**config.mk**
```make
export PLATFORM = sky130hd
export DESIGN_NAME = closest_hit_reduce
export DESIGN_NICKNAME = d
export VERILOG_FILES = /design/src/rtl/closest_hit_reduce_pkg.sv /design/src/rtl/closest_hit_reduce.sv
export SDC_FILE = /design/constraint.sdc
export NUM_CORES = 1
export LEC_CHECK = 0
export ABC_AREA = 1
export CAP_MARGIN = 5
export CORE_ASPECT_RATIO = 1.25
export CORE_MARGIN = 8
export CORE_UTILIZATION = 30
export DETAILED_ROUTE_END_ITERATION = 8
export GPL_ROUTABILITY_DRIVEN = 0
export HOLD_SLACK_MARGIN = 0.12
export MAX_ROUTING_LAYER = met4
export SLEW_MARGIN = 20
export SYNTH_ARGS = -nofsm -noshare
export SYNTH_HDL_FRONTEND = slang
export SYNTH_SLANG_ARGS = --single-unit
```
**constraint.sdc**
```tcl
create_clock -name clk -period 1.89 [get_ports clk]
set_input_delay 0.378 -clock clk [delete_from_list [all_inputs] [get_ports clk]]
set_output_delay 0.378 -clock clk [all_outputs]
set_load 0.02 [all_outputs]
```
**src/rtl/closest_hit_reduce_pkg.sv**
```systemverilog
// Shared types and constants for the closest-hit reduction stage and its AABB producer.
package closest_hit_reduce_pkg;

  localparam int unsigned WIDTH     = 20;
  localparam int unsigned Q_BITS    = 12;
  localparam int unsigned MAX_BOXES = 16;
  localparam int unsigned CNT_W     = $clog2(MAX_BOXES + 1);
  localparam int unsigned IDX_W     = $clog2(MAX_BOXES);

  // "No hit" distance sentinel, shared with the AABB stage.
  localparam logic signed [WIDTH-1:0] MAX = WIDTH'(20'h7FFFF);

  typedef struct packed {
    logic signed [WIDTH-1:0] x;
    logic signed [WIDTH-1:0] y;
    logic signed [WIDTH-1:0] z;
  } Vec3_t;

  typedef struct packed {
    Vec3_t lo;
    Vec3_t hi;
  } AABB;

  typedef struct packed {
    AABB                     box;
    logic                    ray_hit;
    logic signed [WIDTH-1:0] tmin;
    Vec3_t                   normal;
  } AABB_result_t;

  typedef struct packed {
    logic                    hit;
    logic signed [WIDTH-1:0] tmin;
    Vec3_t                   normal;
    AABB                     box;
    logic [IDX_W-1:0]        box_idx;
  } closest_hit_t;

  typedef enum logic [1:0] {
    IDLE  = 2'd0,
    ACCUM = 2'd1,
    DONE  = 2'd2
  } state_t;

  localparam closest_hit_t MISS_HIT = '{
    hit:     1'b0,
    tmin:    MAX,
    normal:  '0,
    box:     '0,
    box_idx: '0
  };

endpackage

```
**src/rtl/closest_hit_reduce.sv**
```systemverilog
// Reduces one ray's stream of AABB results to the nearest hit and hands it to shading.
module closest_hit_reduce
  import closest_hit_reduce_pkg::*;
(
  input  logic               clk,
  input  logic               reset,
  input  logic               ray_start,
  input  logic [CNT_W-1:0]   box_count,
  output logic               start_ready,
  input  logic               in_valid,
  input  AABB_result_t       in_result,
  output logic               out_valid,
  input  logic               out_ready,
  output closest_hit_t       out_hit,
  output logic               protocol_err
);

  state_t           state;
  logic [CNT_W-1:0] remaining;
  logic [IDX_W-1:0] idx;
  logic [CNT_W-1:0] count_sat;
  logic             take;

  assign start_ready = (state == IDLE);

  assign count_sat = (box_count > CNT_W'(MAX_BOXES)) ? CNT_W'(MAX_BOXES) : box_count;

  // Strict compare so ties keep the earlier box; misses never win.
  assign take = in_result.ray_hit &&
                ($signed(in_result.tmin) < $signed(out_hit.tmin));

  // out_hit doubles as the running-best register so it is stable through DONE.
  always_ff @(posedge clk) begin
    if (reset) begin
      state        <= IDLE;
      remaining    <= '0;
      idx          <= '0;
      out_valid    <= 1'b0;
      out_hit      <= MISS_HIT;
      protocol_err <= 1'b0;
    end else begin
      if (in_valid && (state != ACCUM)) begin
        protocol_err <= 1'b1;
      end

      case (state)
        IDLE: begin
          if (ray_start) begin
            remaining <= count_sat;
            idx       <= '0;
            out_hit   <= MISS_HIT;
            if (count_sat == '0) begin
              state     <= DONE;
              out_valid <= 1'b1;
            end else begin
              state <= ACCUM;
            end
          end
        end

        ACCUM: begin
          if (in_valid) begin
            if (take) begin
              out_hit <= '{
                hit:     1'b1,
                tmin:    in_result.tmin,
                normal:  in_result.normal,
                box:     in_result.box,
                box_idx: idx
              };
            end
            idx       <= IDX_W'(idx + 1'b1);
            remaining <= CNT_W'(remaining - 1'b1);
            if (remaining == CNT_W'(1)) begin
              state     <= DONE;
              out_valid <= 1'b1;
            end
          end
        end

        DONE: begin
          if (out_ready) begin
            out_valid <= 1'b0;
            state     <= IDLE;
          end
        end

        default: begin
          state     <= IDLE;
          out_valid <= 1'b0;
        end
      endcase
    end
  end

endmodule

```
==> summary.md <==
### Run status
* **outcome** complete, but fails checks
* **violations in the final reports** setup timing

### Worst setup path
* **top fanout value on the critical path** 8
* **CP startpoint kind** primary input
* **category of the worst setup path capture point** register
* **data arrival time of the worst path** 2.60 ns
* **series of cell instances along the critical path** clkdlybuf4s50_1 -> ha_4 -> nand2_4 -> nor2_4 -> buf_4 -> a21oi_2 -> nand3_1 -> nand2_2 -> nand3_2 -> nand2_8 -> nand2_8 -> buf_12 -> buf_16 -> nand2_1 -> a21oi_2
* **Slowest-stage cell, CP** clkdlybuf4s50_1
* **worst setup path category** in2reg
* **data required time at the worst endpoint** 2.29 ns
* **register-to-register path setup slack** -0.29 ns
* **biggest cell delay along the critical path** 0.57 ns

### GRT
* **global-route wire length before repair** 57.7 mm
* **vias in the first global route** 9996
* **total global-route track usage** 0.205
* **Congestion Overflow GR** 0
* **maximum number of pins on one net before global-route repair** 94
* **number of antenna violations at the first check in global routing** 2

### Floorplanning
* **Core Rows** 71
* **die width** 172 microns
* **count of boundary I/O pins** 419
* **Chip Height** 211 microns
* **CORE AREA** 30000 sq um
* **Starting Density** 0.304
* **floorplan die area** 36300 sq um

### Timing
* **Tcrit/Tclk final** 1.16
* **worst hold slack** 0.185 ns
* **Max Slew Vio Count** 0
* **slack of the critical path** -0.309 ns
* **transition time at the pin with the least slew margin** 0.494 ns
* **RSZ-0062 raised after global routing** true
* **upper clock frequency limit** 455 MHz
* **Final setup viols** 205
* **Fin Clk Skew** 0.0174 ns
* **min Tclk post-route** 2.20 ns
* **number of hold-slack violations in the final timing report** 0
* **worst rel slew slack** 0.670

### Finish
* **post-layout utilization of the core** 0.547
* **most frequent standard cell in the layout excluding fill and tap cells** clkdlybuf4s50_1
* **number of nets in the layout** 1824
* **signed area change from the synthesized netlist to the final layout** 80.2%
* **layout cells sized above 1** 0.183
* **most frequent cells in the layout** 272 x clkdlybuf4s50_1, 211 x nand2_1, 201 x dfxtp_1, 186 x nand4_1, 173 x a21oi_1
* **Post-Layout Cell Count** 2011
* **layout filler cell count** 2716

### Logic synthesis
* **synthesized instance count** 1147
* **flip-flop and latch count after synthesis** 218
* **Async SR Flop Fraction** 0
* **syn_area_per_cell** 7.95 sq um
* **Synth warnings** 0
* **top flip-flop cell by instance count after synthesis** dfxtp_1
* **Distinct cells, synth** 34
* **Yosys top cell area share** 0.478
* **Seq/Total Area, Yosys** 0.478
* **summed instance area of the synthesized netlist** 9120 sq um
* **Synth area leaders** dfxtp_1 48%, nand4_1 13%, a21oi_1 11%
* **Mapped Nets** 1380
* **cell type contributing the most total cell area after synthesis** dfxtp_1
* **count of flip-flops with a built-in enable after synthesis** 0

### Clock tree
* **number of levels the H-tree was split into** 1
* **hold_buf cts** 0
* **cell at the root of the clock tree** clkbuf_16
* **insertion delay to the later sink of the worst-skew pair** 0.53 ns
* **TritonCTS clock tree** built
* **Reg clk slew, reported paths** 0.06 ns
* **Max clock buf depth** 3
* **number of buffers created by CTS** 25
* **# clock sinks** 218

### Placement
* **DP Worst Slack** -0.804 ns
* **Port Buffer Count** 418
* **placed cells** 1933
* **sum of net half-perimeters after detailed placement** 26.6 mm

### Power
* **total power draw** 19600 uW
* **leakage power of the design** 0.00817 uW
* **maximum VDD drop** 0.974 mV
* **Cell Pwr Density** 1190 nW/um^2

### Routing
* **vias after detailed routing** 10.1k
* **detail-routed net length per standard cell** 19.6 microns
* **drt total wl** 39.4 mm
* **count of routing violations after the opening detailed-route iteration** 769
* **via-per-instance ratio** 5.04
* **number of routed nets with antenna violations** 0
* **drt drc** 0
* **Initial DRT Pass Iterations** 5

### Min path
* **path type of the worst min-delay path** in2reg

### Flow run
* **reported max-cap violation count** 0

-- stage by stage --
stage / TNS [ns] / instance area [sq um]
after floorplan: -4.96 / 9320
after global placement: -140.97 / 14300
after detailed placement: -146.53 / 14300
after CTS: -50.50 / 15700
after global routing: -68.37 / 16400
final: -43.18 / 16400
-- worst paths after layout --
| check | start | end | cells past startpoint |
|---|---|---|---|
| setup reg to reg | out_hit[199] | out_hit[160] | 16 |
| hold reg to reg | out_hit[134] | out_hit[134] | 2 |
| hold / removal | in_valid | idx[0] | 3 |
| setup / recovery | in_result[76] | out_hit[160] | 15 |
-- routing by layer --
layer	vias up	GRT usage	wire, microns
li1	4920	-	-
met1	4768	0.228	15500
met2	373	0.344	19400
met3	68	0.0516	3180
met4	0	0.0846	1310
met5	-	-	0
-- registers in the layout, summed over array words and instances, names as in the netlist --
name	cells
protocol_err	1
remaining	5
state	2
out_valid	1
idx	4
out_hit	205
-- synth_stat cells (2+ instances only) --
cell / n
inv_1: 44
o21ai_0: 6
nor3_1: 3
inv_2: 3
a21oi_1: 199
buf_4: 6
a31oi_1: 2
nor2_2: 3
nand4_1: 186
nand3_1: 43
buf_2: 28
nor2_1: 18
dfxtp_1: 218
buf_1: 33
nand2_1: 250
a211oi_1: 3
or2_2: 19
clkbuf_1: 33
ha_1: 22
buf_6: 14
-- report_power, final --
group          switching (uW)  total, uW  internal, uW  leakage, uW
Sequential                276       5390          5120      0.00176
Clock                    1950       4890          2940     0.000406
Combinational            4940       9310          4370      0.00600
Total                    7170      19600         12400      0.00817
-- kinds of logic (layout without fill, tap and decap cells) --
logic type      Yosys count  count (layout)  synth area share
flops                   218             218             0.478
fa+ha+maj                22              22            0.0302
other cells               0               2                 0
compound gates          218             218             0.124
xor+xnor                  1               1          0.000960
buf+inv                 161             620            0.0841
simple gates            527             529             0.283
-- layout make-up --
type / count / area, sq um / area share
timing repair buffer: 529 / 6000 / 0.365
tap: 401 / 502 / 0.0305
antenna: 2 / 5.00 / 0.000304
clock buffer: 38 / 734 / 0.0447
clock inverter: 6 / 86.3 / 0.00525
multi-input combinational: 770 / 4510 / 0.275
inverter: 47 / 176 / 0.0107
sequential: 218 / 4420 / 0.269
-- worst max-delay path, delay by kind of cell --
kind	cells	cell delay, ns
buf+inv	4	1.01
fa+ha+maj	1	0.24
simple gates	8	0.77
compound gates	2	0.18
-- timing repair --
action,in CTS,in global routing
setup buffers,14,5
endpoints found under the setup margin,295,346
gates cloned,11,2
gates resized for setup,56,204
pin swaps,30,31
(Power assumes the default switching activity.)
